<file path="config.mk">
export PLATFORM = sky130hd
export DESIGN_NAME = sprite_motion
export DESIGN_NICKNAME = d
export VERILOG_FILES = /design/src/rtl/anim_pkg.sv /design/src/rtl/vs_tick.sv /design/src/rtl/sprite_motion.sv
export SDC_FILE = /design/constraint.sdc
export NUM_CORES = 1
export LEC_CHECK = 0
export ABC_AREA = 1
export CAP_MARGIN = 0
export CORE_UTILIZATION = 58
export CTS_CLUSTER_DIAMETER = 40
export DETAILED_ROUTE_END_ITERATION = 12
export PLACE_DENSITY = 0.85
export SKIP_LAST_GASP = 1
export SYNTH_ARGS = -nofsm -noshare
export SYNTH_HDL_FRONTEND = slang
export SYNTH_HIERARCHICAL = 1
export SYNTH_SLANG_ARGS = --single-unit
</file>
<file path="constraint.sdc">
create_clock -name CLK -period 2.1 [get_ports CLK]
set_clock_uncertainty 0.2 [all_clocks]
set_input_delay 0.21 -clock CLK [delete_from_list [all_inputs] [get_ports CLK]]
set_output_delay 0.21 -clock CLK [all_outputs]
set_load 0.02 [all_outputs]
</file>
<file path="src/rtl/anim_pkg.sv">
// Shared constants, FSM state type, per-axis step helper and colour palette
// for the sprite animation slice.
package anim_pkg;

  localparam int unsigned H_DISPLAY_DEF = 640;
  localparam int unsigned V_DISPLAY_DEF = 480;
  localparam int unsigned SPRITE_W_DEF  = 160;
  localparam int unsigned SPRITE_H_DEF  = 160;

  localparam int unsigned POS_W  = 10;
  localparam int unsigned CALC_W = 11;

  typedef enum logic [1:0] {
    IDLE,
    WAIT,
    MOVE,
    PUBLISH
  } state_t;

  localparam logic [11:0] RGB_RED   = 12'hF00;
  localparam logic [11:0] RGB_GREEN = 12'h0F0;
  localparam logic [11:0] RGB_BLUE  = 12'h00F;

  typedef struct packed {
    logic [CALC_W-1:0] pos;
    logic              dir;
    logic              flip;
  } axis_t;

  // Saturating bounce on one axis; 11-bit arithmetic keeps pos+step from wrapping.
  function automatic axis_t step_axis(input logic [CALC_W-1:0] pos,
                                      input logic              dir,
                                      input logic [CALC_W-1:0] step,
                                      input logic [CALC_W-1:0] max);
    axis_t r;
    r = '0;
    if (dir) begin
      if (pos + step >= max) begin
        r.pos  = max;
        r.dir  = 1'b0;
        r.flip = 1'b1;
      end else begin
        r.pos  = pos + step;
        r.dir  = 1'b1;
      end
    end else begin
      if (pos <= step) begin
        r.pos  = '0;
        r.dir  = 1'b1;
        r.flip = 1'b1;
      end else begin
        r.pos  = pos - step;
        r.dir  = 1'b0;
      end
    end
    return r;
  endfunction

  function automatic logic [11:0] next_colour(input logic [11:0] c);
    case (c)
      RGB_RED:   return RGB_GREEN;
      RGB_GREEN: return RGB_BLUE;
      default:   return RGB_RED;
    endcase
  endfunction

endpackage

</file>
<file path="src/rtl/vs_tick.sv">
// Two-flop synchronizer on the active-low vertical sync plus falling-edge
// detector; o_tick is a single-cycle frame tick.
module vs_tick (
  input  logic CLK,
  input  logic RST_N,
  input  logic i_vs_n,
  output logic o_tick
);

  logic r_meta;
  logic r_sync;
  logic r_sync_d;

  always_ff @(posedge CLK or negedge RST_N) begin
    if (!RST_N) begin
      r_meta   <= 1'b1;
      r_sync   <= 1'b1;
      r_sync_d <= 1'b1;
    end else begin
      r_meta   <= i_vs_n;
      r_sync   <= r_meta;
      r_sync_d <= r_sync;
    end
  end

  always_comb begin
    o_tick = r_sync_d & ~r_sync;
  end

endmodule

</file>
<file path="src/rtl/sprite_motion.sv">
// Bouncing-sprite position generator, updated once every FRAME_DIV frames.
// Optional macro SPRITE_COLOR_CYCLE_EN adds SPRITE_RGB, rotated on each bounce.
module sprite_motion
  import anim_pkg::*;
#(
  parameter int unsigned H_DISPLAY = H_DISPLAY_DEF,
  parameter int unsigned V_DISPLAY = V_DISPLAY_DEF,
  parameter int unsigned SPRITE_W  = SPRITE_W_DEF,
  parameter int unsigned SPRITE_H  = SPRITE_H_DEF,
  parameter int unsigned STEP      = 2,
  parameter int unsigned FRAME_DIV = 1
) (
  input  logic             CLK,
  input  logic             RST_N,
  input  logic             VGA_VS,
  input  logic             ENABLE,
  output logic [POS_W-1:0] POS_X,
  output logic [POS_W-1:0] POS_Y,
  output logic             POS_VALID,
  output logic             BOUNCE,
  output logic             DIR_X,
  output logic             DIR_Y
`ifdef SPRITE_COLOR_CYCLE_EN
  ,
  output logic [11:0]      SPRITE_RGB
`endif
);

  localparam logic [CALC_W-1:0] XMAX     = CALC_W'(H_DISPLAY - SPRITE_W);
  localparam logic [CALC_W-1:0] YMAX     = CALC_W'(V_DISPLAY - SPRITE_H);
  localparam logic [POS_W-1:0]  X_INIT   = POS_W'((H_DISPLAY - SPRITE_W) / 2);
  localparam logic [POS_W-1:0]  Y_INIT   = POS_W'((V_DISPLAY - SPRITE_H) / 2);
  localparam logic [CALC_W-1:0] STEP_C   = CALC_W'(STEP);
  localparam logic [7:0]        CNT_LAST = 8'(FRAME_DIV - 1);

  state_t           r_state;
  state_t           w_next;
  logic [7:0]       r_cnt;
  logic             w_tick;
  logic             w_pub;

  logic [POS_W-1:0] r_pos_x;
  logic [POS_W-1:0] r_pos_y;
  logic             r_dir_x;
  logic             r_dir_y;
  logic [POS_W-1:0] r_nx_x;
  logic [POS_W-1:0] r_nx_y;
  logic             r_nx_dx;
  logic             r_nx_dy;
  logic             r_nx_bounce;
  axis_t            w_ax;
  axis_t            w_ay;

  vs_tick u_vs_tick (
    .CLK    (CLK),
    .RST_N  (RST_N),
    .i_vs_n (VGA_VS),
    .o_tick (w_tick)
  );

  always_ff @(posedge CLK or negedge RST_N) begin
    if (!RST_N) r_state <= IDLE;
    else        r_state <= w_next;
  end

  always_comb begin
    w_next = r_state;
    case (r_state)
      IDLE:    if (ENABLE) w_next = WAIT;
      WAIT: begin
        if (!ENABLE)                         w_next = IDLE;
        else if (w_tick && r_cnt == CNT_LAST) w_next = MOVE;
      end
      MOVE:    w_next = PUBLISH;
      PUBLISH: w_next = ENABLE ? WAIT : IDLE;
      default: w_next = IDLE;
    endcase
  end

  // Ticks seen outside WAIT never reach the counter, so they are dropped.
  always_ff @(posedge CLK or negedge RST_N) begin
    if (!RST_N) begin
      r_cnt <= '0;
    end else if (w_next == IDLE) begin
      r_cnt <= '0;
    end else if (r_state == WAIT && w_tick) begin
      r_cnt <= (r_cnt == CNT_LAST) ? '0 : r_cnt + 8'd1;
    end
  end

  always_comb begin
    w_ax = step_axis({1'b0, r_pos_x}, r_dir_x, STEP_C, XMAX);
    w_ay = step_axis({1'b0, r_pos_y}, r_dir_y, STEP_C, YMAX);
  end

  always_ff @(posedge CLK or negedge RST_N) begin
    if (!RST_N) begin
      r_nx_x      <= '0;
      r_nx_y      <= '0;
      r_nx_dx     <= 1'b1;
      r_nx_dy     <= 1'b1;
      r_nx_bounce <= 1'b0;
      r_pos_x     <= X_INIT;
      r_pos_y     <= Y_INIT;
      r_dir_x     <= 1'b1;
      r_dir_y     <= 1'b1;
    end else begin
      if (r_state == MOVE) begin
        r_nx_x      <= w_ax.pos[POS_W-1:0];
        r_nx_y      <= w_ay.pos[POS_W-1:0];
        r_nx_dx     <= w_ax.dir;
        r_nx_dy     <= w_ay.dir;
        r_nx_bounce <= w_ax.flip | w_ay.flip;
      end
      if (r_state == PUBLISH) begin
        r_pos_x <= r_nx_x;
        r_pos_y <= r_nx_y;
        r_dir_x <= r_nx_dx;
        r_dir_y <= r_nx_dy;
      end
    end
  end

  // New values are presented during PUBLISH itself (tick + 2) and retained afterwards.
  always_comb begin
    w_pub     = (r_state == PUBLISH);
    POS_VALID = w_pub;
    BOUNCE    = w_pub & r_nx_bounce;
    POS_X     = w_pub ? r_nx_x  : r_pos_x;
    POS_Y     = w_pub ? r_nx_y  : r_pos_y;
    DIR_X     = w_pub ? r_nx_dx : r_dir_x;
    DIR_Y     = w_pub ? r_nx_dy : r_dir_y;
  end

`ifdef SPRITE_COLOR_CYCLE_EN
  logic [11:0] r_rgb;

  always_ff @(posedge CLK or negedge RST_N) begin
    if (!RST_N)                        r_rgb <= RGB_RED;
    else if (w_pub && r_nx_bounce)     r_rgb <= next_colour(r_rgb);
  end

  always_comb begin
    SPRITE_RGB = (w_pub && r_nx_bounce) ? next_colour(r_rgb) : r_rgb;
  end
`endif

endmodule

</file>
==> results of run 1 <==
-- area by class of cell --
type                       count  area [sq um]
inverter                      49           188
sequential                    58          1470
timing repair buffer          39           318
clock inverter                 6          42.5
clock buffer                  10           138
multi-input combinational    312          1620
tap                           72          90.1
fill                         464          1670
-- final timing paths --
path / start / cells past startpoint / slack (ns) / end
max in group asynchronous: RST_N / 3 / 1.19 / r_pos_x[7]
min in group asynchronous: RST_N / 3 / 0.20 / r_pos_y[8]
hold / removal: VGA_VS / 1 / 0.07 / u_vs_tick/r_meta
setup / recovery: r_state[1] / 5 / 0.1 / DIR_X
hold reg to reg: u_vs_tick/r_meta / 0 / 0.16 / u_vs_tick/r_sync
setup reg to reg: r_pos_y[1] / 8 / 0.12 / r_nx_y[7]
-- power by group --
group	switching, mW	leakage, nW	internal, mW
combinational	1.77	1.09	0.956
sequential	0.347	0.727	1.54
clock	0.481	0.0882	0.459
-- metrics by stage --
stage | area (sq um) | instances | hold slack [ns]
2_1_floorplan | 3360 | 432 | -0.286
3_5_place_dp | 3740 | 529 | 0.0336
5_1_grt | 3870 | 546 | 0.0474
3_3_place_gp | 3740 | 529 | 0.0309
4_1_cts | 3910 | 546 | 0.0577
6_report | 3870 | 546 | 0.0706
-- kinds of logic after synthesis --
family                     share of synthesized area
and+or+nand+nor                                0.315
buffers and inverters                         0.0808
DFF                                            0.437
xor gates and xnor gates                      0.0417
AOI/OAI and AO/OA                             0.0957
adders and majority gates                     0.0298
-- cell usage after synthesis, drive strengths merged --
master | instances | area share
ha | 8 | 0.030
clkinv | 2 | 0.0022
o21ai | 36 | 0.054
or2 | 1 | 0.0019
o21bai | 1 | 0.0022
dfstp | 13 | 0.10
clkbuf | 5 | 0.0056
o21a | 1 | 0.0022
o22ai | 2 | 0.0037
inv | 47 | 0.052
xor2 | 15 | 0.039
nor3 | 5 | 0.0089
nand3 | 31 | 0.055
nand3b | 1 | 0.0022
o31ai | 2 | 0.0045
nand2 | 136 | 0.17
buf | 8 | 0.020
a21oi | 16 | 0.025
nor2 | 43 | 0.060
o211ai | 1 | 0.0022
dfrtp | 45 | 0.34
a22oi | 1 | 0.0022
nand4 | 11 | 0.020
xnor2 | 1 | 0.0026
-- routing by layer --
| layer | track usage | wire [um] | up-vias |
|---|---|---|---|
| met4 | 0.0907 | 94 | 0 |
| met3 | 0.0733 | 400 | 10 |
| met1 | 0.364 | 3470 | 1415 |
| met2 | 0.452 | 3700 | 83 |
| li1 | - | - | 1455 |
| met5 | 0 | 0 | - |
-- state kept, by name (all words and copies together), names as in the netlist --
signal	count
u_vs_tick/r_meta	1
r_nx_y	10
r_pos_y	10
r_cnt	8
r_nx_dx	1
r_nx_x	10
u_vs_tick/r_sync_d	1
r_dir_x	1
r_state	2
r_dir_y	1
u_vs_tick/r_sync	1
r_nx_bounce	1
r_pos_x	10
r_nx_dy	1
-- repair_timing --
action / 4_1_cts / 5_1_grt
hold buffers: 1 / 0
endpoints found under the hold margin: 58 / 0
buffers inserted: 0 / 0
resized for setup: 39 / 43
endpoints found under the setup margin: 23 / 25
==> run summary, run 1 <==
The run finished with clean final reports. The post-route core utilization was 0.698; the sum of buffers and inverters on the critical path was 3. The die covers 0.00610 sq mm. In this run the clock root is driven by a sky130_fd_sc_hd__clkbuf_8. The distinct cell type count of the synthesized netlist is 36, and the post-synthesis cell area is 0.00336 sq mm.

Timing would allow up to 0.500 GHz. Clock tree synthesis found a total of 58 sinks. Number of design-rule violations left by the first detailed-router iteration: 283.

The run gives 0 ns as the total negative slack for setup checks. For this design, the slowest cell found on the critical path is sky130_fd_sc_hd__dfrtp_1. The run gives 6 as the number of warnings printed during yosys synthesis. The port buffer count was 27; the share of post-route cells with drive strength above 1 was 0.196. The path class of the tightest hold or removal check is input port to flop. Synthesis-to-layout area growth: 15.1%.

The number of placement rows was 27; the number of global-route vias before repair was 2862. Leaving out fill and tap cells, the most frequent cells in the layout are 122 x sky130_fd_sc_hd__nand2_1, 44 x sky130_fd_sc_hd__inv_1, 44 x sky130_fd_sc_hd__dfrtp_1. The count of final max-slew check failures was 0; the longest individual stage delay on the worst path was 0.38 ns.

Critical path data arrival time: 1.59 ns. Walking the worst path, the cells encountered are nand2_1 > clkinv_1 > buf_12 > o21ai_0 > clkbuf_2. TritonCTS built the clock tree. The total overflow left after global routing is 0.

The library cell used most frequently in the layout, excluding fill and tap cells, is sky130_fd_sc_hd__nand2_1. The initial antenna violation count is 0. The run gives 0 as the detailed-route DRC error count. After layout, the worst setup slack is 0.0984 ns.

After clock tree synthesis, the clock-pin slew on the worst setup and hold paths is 0.07 ns. The number of antenna diodes in the final layout is 0. The synthesized design contains 58 register bits. The part of the cycle the worst path needs works out to 0.953. The post-synthesis area per instance is 7.78 sq um. The global-route usage over all layers came out at 0.279. The run gives 0.726 as the worst relative slew slack. The number of hold violations in the final report is 0. The tools report the nature of the critical path endpoint as an output port. Top cell family by delay on the critical path: buffers and inverters. Synthesis produced 432 cells. Entering global routing, the biggest net connects 59 pins.

Pin placement for this block handled 28 I/O pins. In this run the power density over the cells is 1440 mW/mm^2. The register area share after synthesis is 0.437.

The count of nets left with antenna violations once routing finished came out at 0. The completed layout was analyzed and its total power is 5.56 mW. The number of clock buffers added by TritonCTS is 9. The run gives 0.00554 sq mm as the core outline area.

Detailed placement finished with a half-perimeter wire length of 5220 um. The number of maximum-capacitance constraint violations was 0; the effective utilization at floorplan was 0.607. The routed design has 7660 um of wire. The pre-antenna-repair detailed-routing pass consisted of 5 iterations. At the pin with the least slew margin, the transition time is 0.411 ns. Setup repair after global routing could not meet its margin everywhere. Setup violations remaining at the end of the flow were counted as 0. The source-to-sink clock delay at the later pin of the worst-skew pair is 0.35 ns. Vertical die dimension: 78.1 um. The mean routed wirelength per cell is 14.0 um.

At the placement stage, the worst setup path has a slack of 0.00375 ns. The run gives 2 as the maximum clock path buffer count. The tools report the launching element type of the critical path as a flop. The width of the die was 78.1 um; the net count after synthesis was 444.

The run gives 481 as the post-layout net count. In this run the worst path has a maximum fanout of 36. Detailed routing inserted a total of 2963 vias. In this run the static leakage power is 1.90 nW. The H-tree was split into 3 levels. The post-route minimum period is 2.00 ns, and the data required time of the worst path is 1.69 ns. First-pass GRT wire length: 13100 um. The critical path is of the flop to output port type.

Routability-driven placement finished with a final weighted congestion of 0.881. Using the TritonRoute via totals, the vias-per-cell ratio works out to 5.43. The worst-case IR drop observed on VDD is 977 uV.
Note: power is estimated with default switching activity, not from simulation.
==> inputs of run 2 (changes only) <==
- CTS_BUF_LIST: unset -> sky130_fd_sc_hd__clkbuf_4 sky130_fd_sc_hd__clkbuf_8 sky130_fd_sc_hd__clkbuf_16
==> results of run 2 <==
The final DEF is identical to that of run 1; final timing and power are the same.
